===== config.mk =====
export PLATFORM = sky130hd
export DESIGN_NAME = bg_fill_writer
export DESIGN_NICKNAME = d
export VERILOG_FILES = /design/src/rtl/bg_fill_writer.sv
export SDC_FILE = /design/constraint.sdc
export NUM_CORES = 1
export LEC_CHECK = 0
export BUFFER_PORTS_ARGS = -buffer_cell sky130_fd_sc_hd__buf_4
export CAP_MARGIN = 30
export CORE_ASPECT_RATIO = 1.1
export CORE_MARGIN = 4
export CORE_UTILIZATION = 62
export CTS_CLUSTER_DIAMETER = 80
export DETAILED_ROUTE_END_ITERATION = 10
export PLACE_DENSITY = 0.79
export REMOVE_ABC_BUFFERS = 1
export SLEW_MARGIN = 5
export SYNTH_ARGS = -nofsm -noshare
export SYNTH_HDL_FRONTEND = slang
export SYNTH_SLANG_ARGS = --single-unit

===== constraint.sdc =====
create_clock -name Clk -period 6.8 [get_ports Clk]
set_clock_uncertainty 0.15 [all_clocks]
set_input_delay 0.68 -clock Clk [delete_from_list [all_inputs] [get_ports Clk]]
set_output_delay 0.68 -clock Clk [all_outputs]
set_load 0.01 [all_outputs]

===== src/rtl/bg_fill_writer.sv =====
// Rectangle-fill writer for the 640x240 background frame memory.
// Clips a fill command to the frame and issues one write per granted cycle.
module bg_fill_writer #(
  parameter int unsigned FRAME_W = 640,
  parameter int unsigned FRAME_H = 240
) (
  input  logic        Clk,
  input  logic        Reset,
  input  logic        start,
  input  logic [9:0]  x0,
  input  logic [8:0]  y0,
  input  logic [9:0]  w,
  input  logic [8:0]  h,
  input  logic [4:0]  color,
  input  logic        bg_wr_grant,
  output logic        busy,
  output logic        done,
  output logic        bg_we,
  output logic [18:0] bg_write_address,
  output logic [4:0]  bg_data_in
);

  localparam logic [10:0] FW11 = 11'(FRAME_W);
  localparam logic [9:0]  FW10 = 10'(FRAME_W);
  localparam logic [18:0] FW19 = 19'(FRAME_W);
  localparam logic [9:0]  FH10 = 10'(FRAME_H);
  localparam logic [8:0]  FH9  = 9'(FRAME_H);

  typedef enum logic [1:0] {IDLE, SETUP, FILL, DONE} state_t;

  state_t      state_q, state_d;
  logic [9:0]  x0_q, x0_d;
  logic [8:0]  y0_q, y0_d;
  logic [9:0]  w_q, w_d;
  logic [8:0]  h_q, h_d;
  logic [4:0]  color_q, color_d;
  logic [9:0]  xlast_q, xlast_d;
  logic [8:0]  ylast_q, ylast_d;
  logic [9:0]  cx_q, cx_d;
  logic [8:0]  cy_q, cy_d;
  logic [18:0] row_base_q, row_base_d;
  logic [18:0] addr_q, addr_d;
  logic        busy_q, busy_d;
  logic        done_q, done_d;

  logic [10:0] xsum, xend;
  logic [9:0]  ysum, yend;

  always_comb begin
    state_d    = state_q;
    x0_d       = x0_q;
    y0_d       = y0_q;
    w_d        = w_q;
    h_d        = h_q;
    color_d    = color_q;
    xlast_d    = xlast_q;
    ylast_d    = ylast_q;
    cx_d       = cx_q;
    cy_d       = cy_q;
    row_base_d = row_base_q;
    addr_d     = addr_q;
    xsum       = {1'b0, x0_q} + {1'b0, w_q};
    ysum       = {1'b0, y0_q} + {1'b0, h_q};
    xend       = (xsum > FW11) ? FW11 : xsum;
    yend       = (ysum > FH10) ? FH10 : ysum;

    case (state_q)
      IDLE: begin
        if (start) begin
          x0_d    = x0;
          y0_d    = y0;
          w_d     = w;
          h_d     = h;
          color_d = color;
          state_d = SETUP;
        end
      end
      SETUP: begin
        // Inclusive last column/row so FILL compares against a register directly.
        xlast_d    = 10'(xend - 11'd1);
        ylast_d    = 9'(yend - 10'd1);
        row_base_d = 19'(y0_q) * FW19;
        addr_d     = row_base_d + 19'(x0_q);
        cx_d       = x0_q;
        cy_d       = y0_q;
        if (w_q == '0 || h_q == '0 || x0_q >= FW10 || y0_q >= FH9)
          state_d = DONE;
        else
          state_d = FILL;
      end
      FILL: begin
        if (bg_wr_grant) begin
          if (cx_q == xlast_q) begin
            if (cy_q == ylast_q) begin
              state_d = DONE;
            end else begin
              cx_d       = x0_q;
              cy_d       = cy_q + 9'd1;
              row_base_d = row_base_q + FW19;
              addr_d     = row_base_q + FW19 + 19'(x0_q);
            end
          end else begin
            cx_d   = cx_q + 10'd1;
            addr_d = addr_q + 19'd1;
          end
        end
      end
      DONE: state_d = IDLE;
      default: state_d = IDLE;
    endcase

    busy_d = (state_d != IDLE);
    done_d = (state_d == DONE);
  end

  always_ff @(posedge Clk) begin
    if (Reset) begin
      state_q    <= IDLE;
      x0_q       <= '0;
      y0_q       <= '0;
      w_q        <= '0;
      h_q        <= '0;
      color_q    <= '0;
      xlast_q    <= '0;
      ylast_q    <= '0;
      cx_q       <= '0;
      cy_q       <= '0;
      row_base_q <= '0;
      addr_q     <= '0;
      busy_q     <= 1'b0;
      done_q     <= 1'b0;
    end else begin
      state_q    <= state_d;
      x0_q       <= x0_d;
      y0_q       <= y0_d;
      w_q        <= w_d;
      h_q        <= h_d;
      color_q    <= color_d;
      xlast_q    <= xlast_d;
      ylast_q    <= ylast_d;
      cx_q       <= cx_d;
      cy_q       <= cy_d;
      row_base_q <= row_base_d;
      addr_q     <= addr_d;
      busy_q     <= busy_d;
      done_q     <= done_d;
    end
  end

  // Gated by Reset so no write lands on the edge that aborts a fill.
  assign bg_we            = (state_q == FILL) && bg_wr_grant && !Reset;
  assign busy             = busy_q;
  assign done             = done_q;
  assign bg_write_address = addr_q;
  assign bg_data_in       = color_q;

endmodule


After elaboration in Yosys (flattened, before gate mapping)
Index checks and enable logic that the tools add are counted.
{"block": "word_totals", "romBits": 0, "elab_cells": 77, "mem_bits_rw": 0, "mem_count": 0, "ff_bits": 123, "input_bits": 47, "latchBits": 0}
{"block": "classes", "muxes": 24, "n_bitwise": 0, "n_div": 0, "shifts": 0, "multipliers": 1, "add_sub_neg": 10, "reduce_logical": 14, "eq_ne": 10, "order_cmp": 4}
{"op": "$mux W19", "n": 6}
{"op": "$pmux W19 S2", "n": 2}
{"op": "$mux W10", "n": 4}
{"op": "$add A19 B10 Y19", "n": 2}
{"op": "$mux W9", "n": 4}
{"op": "$pmux W10 S2", "n": 1}
{"op": "$add A19 B1 Y19 const B", "n": 1}
{"op": "$add A19 B10 Y19 const B", "n": 1}
{"op": "$pmux W9 S2", "n": 1}
{"op": "$mul A9 B3 Y12 const B", "n": 1}
{"op": "$add A10 B10 Y11", "n": 1}
{"op": "$gt A11 B10 Y1 const B", "n": 1}
{"op": "$add A10 B1 Y10 const B", "n": 1}
{"op": "$add A9 B9 Y10", "n": 1}
{"op": "$eq A10 B10 Y1", "n": 1}
{"op": "$ge A10 B10 Y1 const B", "n": 1}
{"op": "$gt A10 B8 Y1 const B", "n": 1}
{"op": "$logic_not A10 Y1", "n": 1}
{"op": "$sub A10 B1 Y10 const B", "n": 1}
{"op": "$add A9 B1 Y9 const B", "n": 1}
{"op": "$eq A9 B9 Y1", "n": 1}
{"op": "$ge A9 B8 Y1 const B", "n": 1}
{"op": "$logic_not A9 Y1", "n": 1}
{"op": "$sub A9 B1 Y9 const B", "n": 1}
{"op": "15 further kinds", "n": 26}

Longest topological paths before layout
Gate-level depths: netlist (run 1).
{"block": "logic_depth", "word_depth": 7, "ltp_mapped": 16}

Least setup slack after synthesis (run 1)
OpenSTA, ideal clock, no wires.
{"block": "synth_timing", "kind": "register to register", "from": "register x0_q[0]", "to": "register xlast_q[8]", "arrival_time_ns": 3.438, "stages_incl_launch_ff": 15, "path_slack_ns": 3.121, "path_buffers": 0, "period_less_slack_ns": 3.679, "required_ns": 6.559, "path_cell_list": "dfxtp_1 ha_1 inv_1 fa_1 nand2b_1 a21oi_1 xor2_1 or4_4 o21a_1 o21ai_2 nand2_1 ha_1 nor4bb_1 or3_1 a311oi_1"}
{"block": "synth_via", "elab_chain_len": 4}
{"item": "start, declared", "line_no": "32", "text": "logic [9:0] x0_q, x0_d;"}
{"item": "start signal, assigned", "line_no": "119", "text": "x0_q <= '0;"}
{"item": "start signal, assigned", "line_no": "134", "text": "x0_q <= x0_d;"}
{"item": "$add A10 B10 Y11 (*)", "line_no": "62", "text": "xsum = {1'b0, x0_q} + {1'b0, w_q};"}
{"item": "$gt A11 B10 Y1", "line_no": "64", "text": "xend = (xsum > FW11) ? FW11 : xsum;"}
{"item": "$mux W10 (*)", "line_no": "64"}
{"item": "$sub A10 B1 Y10 (*)", "line_no": "80", "text": "xlast_d = 10'(xend - 11'd1);"}
{"item": "end signal, assigned", "line_no": "139", "text": "xlast_q <= xlast_d;"}
{"item": "end, declared", "line_no": "37", "text": "logic [9:0] xlast_q, xlast_d;"}
Every way passes the cells marked *; elsewhere a longest branch is shown, timed or not.
A chain may end at the register's enable or synchronous reset.

Worst setup path after layout (run 1)
Same ends and word-level chain as after synthesis.

==> flow_summary.toml, run 1 <==
[outcome]
status = "complete, no violations"

[timing]
rsz0062_at_grt = "false"
hold_viol = 0
fin_crit_ps = 3995
worst_slack_ps = 2805
setup-tns-final_ps = 0
setup_viol = 0
slew_violations = 0
finalCritPeriodShare_pct = 58.75
max_slew_margin_pct = 28.60
whs_ps = 302.8
max_freq_mhz = 250.3
tightest_slew_ps = 1070

[floorplan]
coreArea_sq_mm = 0.01209
fp.dieW_microns = 114.0
rows = 42
top_level_ports = 74
die_h_microns = 124.6
dieArea_sq_mm = 0.01421
initial_core_util_pct = 63.44

[clock_network]
cts_root_buffer = "clkbuf_16"
cts.path.max_buffers = 2
post_cts_buffers = 0
cts_made_buffers = 17
cts.reportedPaths.clkPinSlew_ps = 50
cts_tree = "built"
cts_sinks = 116
cts.htree.levels = 4
ctsHoldBuffers = 0
cts_resized = 0
clock_latency_ps = 420

[setup_path]
rr_endpoint = "xlast_q[8]"
cp_max_fo = 9
cp_common_cell = "ha_1"
path_buf_inv = 1
worst-r2r-cell-count = 14
setup.worst_path.start_class = "flip-flop"
rrSetupSlack_ps = 2810
path_class = "reg -> reg"
crit_cells = 14
r2r_start = "x0_q[0]"
critPathSlowestCell = "or4_4"
critical_path.max_stage_delay_ps = 530
crit_arrival_ps = 4170
cp.required_ps = 6980
critPathCaptureType = "flip-flop"
crit_chain = "ha_1 -> inv_1 -> fa_1 -> nand2b_1 -> a21oi_1 -> xor2_1 -> or4_4 -> o21a_1 -> o21ai_2 -> nand2_1 -> ha_1 -> nor4bb_1 -> or3_1 -> a311oi_1"
cp_top_family = "simple AND/OR/NAND/NOR gates"

[yosys]
ys_types = 70
synthAdderAreaFrac_pct = 9.040
yosys.cell_count.top_type = "nand2_1"
ys_ff_latch = 116
synthArstFlopShare_pct = 0
ys_top_cells_by_area = "dfxtp_1 30%, ha_1 8.0%, nand2_1 7.5%"
syn_area_sq_mm = 0.007667
yosys_warnings = 0
ys_seq_area_share_pct = 30.29
avgSynthCellArea_sq_um = 7.591
synth_ff_type = "dfxtp_1"
yosysTopAreaCellShare_pct = 30.29
synth_mux_area_share_pct = 1.713
synth_top_cell_by_area = "dfxtp_1"
synthTopCellsByCount = "154 x nand2_1, 124 x nor2_1, 116 x dfxtp_1"
synth_compound_area_share_pct = 22.19
synth_top_family_by_area = "simple AND/OR/NAND/NOR gates"
synthSimpleGateAreaFrac_pct = 24.59
synth_edf_count = 0
postSynthCellCount = 1010
synth_xor_area_share_pct = 8.453

[cells_and_area]
drive_gt1_share_pct = 11.94
fin_cells = 1226
nets = 1160
final_core_util_pct = 73.49
regArea_sq_mm = 0.002322
diodes = 0
area_growth_pct = 15.85
nFillCells = 1003
multi_input_area_sq_mm = 0.005062

[grt]
antenna_found_initial = 0
gr-total-overflow = 0
grt_max_degree = 80
grt_pass1_wl_mm = 32.13
track_usage_pct = 27.32
grt_pass1_vias = 6668

[flow_run]
max-cap-violations = 0

[place]
place_inst = 1195
io_buffers = 73
place_ws_ps = 2839
dp_hpwl_mm = 13.16
gp_congestion = 0.8661

[power]
leakagePower_nw = 3.606
power-per-cell-area_mw_per_mm2 = 332.6
ir_worst_vdd_v = 0.0002478

[routing]
drc = 0
wire_per_inst_microns = 15.63
viasPerCell = 5.961
firstDrtPassIters = 6
dr_wl_met3_mm = 1.240
dr.max_layer_used = "met4"
drtIter0Drc = 666
m1WireLength_mm = 8.895
wl_met2_mm = 8.599
drt_wl_total_mm = 19.16
dr_total_vias = 7308
antenna_left = 0

[min_path]
holdPathEnd = "bg_data_in[0]"
whs_path_depth = 2
worstHoldStart = "bg_data_in[0]"
hp-class = "reg -> reg"
==> per-stage QoR <==
stage	cell area (sq um)	power, mW
4_1_cts	8882	2.953
5_1_grt	8882	3.143
3_3_place_gp	8272	2.001
6_report	8882	2.955
2_1_floorplan	7483	1.707
3_5_place_dp	8272	2.020
==> cell families (layout without fill, tap and decap cells) <==
group,Yosys count,count (layout)
AO/OA/AOI/OAI,263,263
AND/OR/NAND/NOR,416,416
flip-flops,116,116
buffers and inverters,75,137
XOR/XNOR,74,74
multiplexers,13,13
adder cells (fa/ha/maj),53,53
==> flip-flops by register name, summed over array words and instances (netlist names) <==
| register | cells |
|---|---|
| bg_write_address | 19 |
| row_base_q | 12 |
| cx_q | 10 |
| w_q | 10 |
| x0_q | 10 |
| xlast_q | 10 |
| cy_q | 9 |
| h_q | 9 |
| y0_q | 9 |
| ylast_q | 9 |
| bg_data_in | 5 |
| state_q | 2 |
| busy | 1 |
| done | 1 |
==> final cells by class <==
| cell class | instances | area share [%] |
|---|---|---|
| Clock inverter | 9 | 1.423 |
| Inverter | 27 | 1.141 |
| Sequential cell | 116 | 26.14 |
| Multi-Input combinational cell | 819 | 56.99 |
| Tap cell | 154 | 2.169 |
| Clock buffer | 22 | 5.451 |
| Timing Repair Buffer | 79 | 6.677 |
==> worst max path at each step <==
stage | from | endpoint | slack (ps)
5_1_grt | x0_q[0] | xlast_q[8] | 2520
3_3_place_gp | x0_q[0] | xlast_q[8] | 2910
6_report | x0_q[0] | xlast_q[8] | 2810
2_1_floorplan | x0_q[0] | xlast_q[8] | 3120
4_1_cts | x0_q[0] | xlast_q[8] | 2820
3_5_place_dp | x0_q[0] | xlast_q[8] | 2840
==> layer usage <==
metal / track usage (%) / vias to the layer above
met3: 4.762 / 38
met4: 10.13 / 0
li1: - / 3711
met2: 41.94 / 239
met5: 0 / -
met1: 38.20 / 3320
==> power breakdown <==
part / total, mW / switching, mW / internal [mW]
Sequential: 0.935 / 0.132 / 0.803
Combinational: 1.09 / 0.654 / 0.437
Clock: 0.929 / 0.319 / 0.610
Total: 2.95 / 1.10 / 1.85
==> worst register-to-register path: stages (launching register included) <==
cell      delay, ps
dfxtp_1         370
ha_1            240
inv_1            70
fa_1            400
nand2b_1        190
a21oi_1         170
xor2_1          160
or4_4           530
o21a_1          220
o21ai_2         310
nand2_1         100
ha_1            270
nor4bb_1        160
or3_1           310
a311oi_1        240
==> layout by cell type, fill, tap and decap left out, types with 6 or more instances in the layout <==
| cell type | synthesis | layout |
|---|---|---|
| o31ai_1 | 12 | 12 |
| dfxtp_1 | 116 | 116 |
| nor4_1 | 10 | 10 |
| or3_1 | 9 | 9 |
| clkbuf_16 | 0 | 17 |
| nor2b_1 | 7 | 7 |
| and3_1 | 14 | 14 |
| o21ai_0 | 49 | 49 |
| xor2_1 | 32 | 32 |
| o21a_1 | 9 | 9 |
| a41oi_1 | 6 | 6 |
| inv_1 | 26 | 26 |
| a22oi_1 | 10 | 10 |
| o211ai_1 | 6 | 6 |
| xnor2_1 | 42 | 42 |
| nand3_1 | 31 | 31 |
| mux2i_1 | 12 | 12 |
| nor3_1 | 28 | 28 |
| a211oi_1 | 26 | 26 |
| nor2_1 | 124 | 123 |
| a21oi_1 | 96 | 96 |
| buf_4 | 0 | 79 |
| a311oi_1 | 7 | 7 |
| a21o_1 | 7 | 7 |
| ha_1 | 49 | 49 |
| nand2_1 | 154 | 154 |
| nand4_1 | 10 | 10 |
No activity file was read; power rests on OpenSTA's default activity.
==> inputs of run 2 (changes only) <==
Settings changed: ABC_AREA set to 1, CORE_UTILIZATION 62 to 55, PLACE_DENSITY 0.79 to 0.74.
Clock period 6.8 ns to 3.5 ns, I/O delays scaled along.
==> run 2 against run 1 <==
  * Register-to-register slack worse by 2400 ps
  * Area after synthesis grew 6.0%
  * Non-clock buffer count grew 9
  * Clock power grew 110%
  * Critical path depth rose by 6
  * Routed wire length rose by 9.3%
  * Sequential power increased by 110%
  * Critical path type unchanged
==> flow_summary.toml, run 2 <==
[yosys]
avgSynthCellArea_sq_um = 6.624
synthTopCellsByCount = "230 x nand2_1, 159 x nor2_1, 140 x inv_1"
yosys.cell_count.top_type = "nand2_1"
synth_edf_count = 0
synth_ff_type = "dfxtp_1"
synthArstFlopShare_pct = 0
ys_top_cells_by_area = "dfxtp_1 29%, nand2_1 11%, o21ai_0 7.9%"
synth_top_cell_by_area = "dfxtp_1"
yosys_warnings = 0
ys_seq_area_share_pct = 28.57
syn_area_sq_mm = 0.008128
ys_ff_latch = 116
postSynthCellCount = 1227
ys_types = 49
yosysTopAreaCellShare_pct = 28.57

[setup_path]
cp.required_ps = 3650
cp_top_family = "simple AND/OR/NAND/NOR gates"
setup.worst_path.start_class = "flip-flop"
critPathSlowestCell = "dfxtp_1"
r2r_start = "x0_q[0]"
crit_chain = "ha_1 -> inv_1 -> fa_1 -> inv_1 -> nand3_1 -> nand2_1 -> nand2_1 -> nand2_1 -> nand2_1 -> nand2_1 -> nor2_1 -> o21ai_2 -> nand2_4 -> nand2_1 -> ha_1 -> inv_1 -> o311ai_1 -> nand3_1 -> o211ai_1 -> inv_2"
critPathCaptureType = "flip-flop"
rr_endpoint = "xlast_q[4]"
worst-r2r-cell-count = 20
rrSetupSlack_ps = 390
cp_common_cell = "nand2_1"
cp_max_fo = 7
path_class = "reg -> reg"
critical_path.max_stage_delay_ps = 370
path_buf_inv = 4
crit_arrival_ps = 3270

[place]
gp_congestion = 0.8953
place_area_sq_mm = 0.008790
io_buffers = 73
place_ws_ps = 363.6
dp_hpwl_mm = 15.15

[grt]
gr-total-overflow = 0
grt_max_degree = 52
track_usage_pct = 25.94
grt_pass1_vias = 7455
grt_pass1_wl_mm = 35.05
antenna_found_initial = 0

[timing]
tightest_slew_ps = 700.6
max_slew_margin_pct = 53.29
hold_viol = 0
setup-tns-final_ps = 0
worst_slack_ps = 385.4
finalCritPeriodShare_pct = 88.99
max_freq_mhz = 321.1
fin_crit_ps = 3115
setup_viol = 0
slew_violations = 0
rsz0062_at_grt = "false"

[clock_network]
cts.path.max_buffers = 2
cts_resized = 0
cts_tree = "built"
cts_made_buffers = 17
cts.htree.levels = 4
cts.reportedPaths.clkPinSlew_ps = 50
clock_latency_ps = 420
post_cts_buffers = 0
cts_root_buffer = "clkbuf_16"
ctsHoldBuffers = 0
cts_sinks = 116

[routing]
drt_wl_total_mm = 20.95
wl_met2_mm = 9.836
wire_per_inst_microns = 14.04
viasPerCell = 5.396
dr_wl_met3_mm = 1.131
antenna_left = 0
drc = 0
firstDrtPassIters = 5
dr.max_layer_used = "met4"
m1WireLength_mm = 9.476
drtIter0Drc = 408
dr_total_vias = 8051

[min_path]
hp-class = "in -> reg"
worstHoldStart = "w[7]"
holdPathEnd = "w_q[7]"
whs_path_depth = 3

[flow_run]
max-cap-violations = 0

[floorplan]
coreArea_sq_mm = 0.01445
die_h_microns = 135.5
rows = 46
initial_core_util_pct = 56.26
fp.dieW_microns = 123.9
dieArea_sq_mm = 0.01679
top_level_ports = 74

[cells_and_area]
largest_reg_flops = 19
nets = 1387
drive_gt1_share_pct = 12.38
final_common_cell = "nand2_1"
diodes = 0
area_growth_pct = 16.52
postLayoutCellArea_sq_mm = 0.009470
layout_common_cells = "230 x nand2_1, 159 x nor2_1, 139 x inv_1, 128 x o21ai_0, 116 x dfxtp_1"

[power]
power-per-cell-area_mw_per_mm2 = 710.6
leakagePower_nw = 4.432
ir_worst_vdd_v = 0.0004447

[outcome]
status = "complete, no violations"
==> run 2: cell types whose count changed after synthesis, moves of 13 or more <==
cell      delta
o21ai_1     +15
a21oi_1     -15
nand3_1     +37
inv_1      +114
and3_1      -13
nand2_1     +76
nor2_1      +35
o21ai_0     +79
a211oi_1    -24
xnor2_1     -20
==> run 2: area by class of cell <==
type / count / area, sq um
Sequential cell: 116 / 2322
Multi-Input combinational cell: 912 / 4994
Clock inverter: 7 / 140.1
Fill cell: 1335 / 4976
Timing Repair Buffer: 88 / 673.1
Clock buffer: 25 / 525.5
Tap cell: 192 / 240.2
Inverter: 152 / 575.6
==> run 2: cell families (layout without fill, tap and decap cells) <==
logic type | count (synthesis) | in the layout | synth area share [%]
AOI/OAI and AO/OA | 272 | 272 | 18.50
adders and majority gates | 53 | 53 | 8.528
buffers and inverters | 199 | 272 | 9.991
DFF | 116 | 116 | 28.57
and+or+nand+nor | 529 | 529 | 28.16
xor gates and xnor gates | 58 | 58 | 6.250
==> run 2: worst max-delay path by stage <==
stage,startpoint,endpoint,slack [ps],cells past startpoint
after floorplan,state_q[0],cx_q[0],190,8
after global placement,x0_q[0],xlast_q[4],490,20
after detailed placement,x0_q[0],xlast_q[4],360,20
after CTS,x0_q[0],xlast_q[4],330,20
after global routing,x0_q[0],xlast_q[6],10,22
final,x0_q[0],xlast_q[4],390,20
==> run 2: where the power goes <==
part	switching [mW]	internal, mW	leakage [nW]
sequential	0.336	1.64	0.956
clock	0.607	1.32	0.322
combinational	1.76	1.06	3.15
total	2.70	4.02	4.43
==> run 2: per-layer routing <==
metal	GRT usage (%)	vias up
met5	0	-
met1	33.15	3637
met3	4.845	36
met4	9.982	0
met2	43.13	208
li1	-	4170
==> run 2: worst reg2reg max path, cell delays in order (launching register included) <==
cell	delay, ps
dfxtp_1	370
ha_1	200
inv_1	80
fa_1	370
inv_1	120
nand3_1	100
nand2_1	130
nand2_1	100
nand2_1	90
nand2_1	50
nand2_1	70
nor2_1	50
o21ai_2	160
nand2_4	90
nand2_1	90
ha_1	180
inv_1	80
o311ai_1	270
nand3_1	110
o211ai_1	100
inv_2	40
==> run 2: through the flow <==
stage | hold WS, ps | total power, mW | cells | utilization [%]
final | 35.32 | 6.729 | 1492 | 65.56
after CTS | 24.60 | 6.720 | 1490 | 65.45
after global placement | 314.1 | 4.717 | 1458 | 60.84
after floorplan | 262.4 | 3.956 | 1180 | -
after global routing | 37.49 | 7.264 | 1492 | 65.56
after detailed placement | 324.2 | 4.766 | 1458 | 60.84
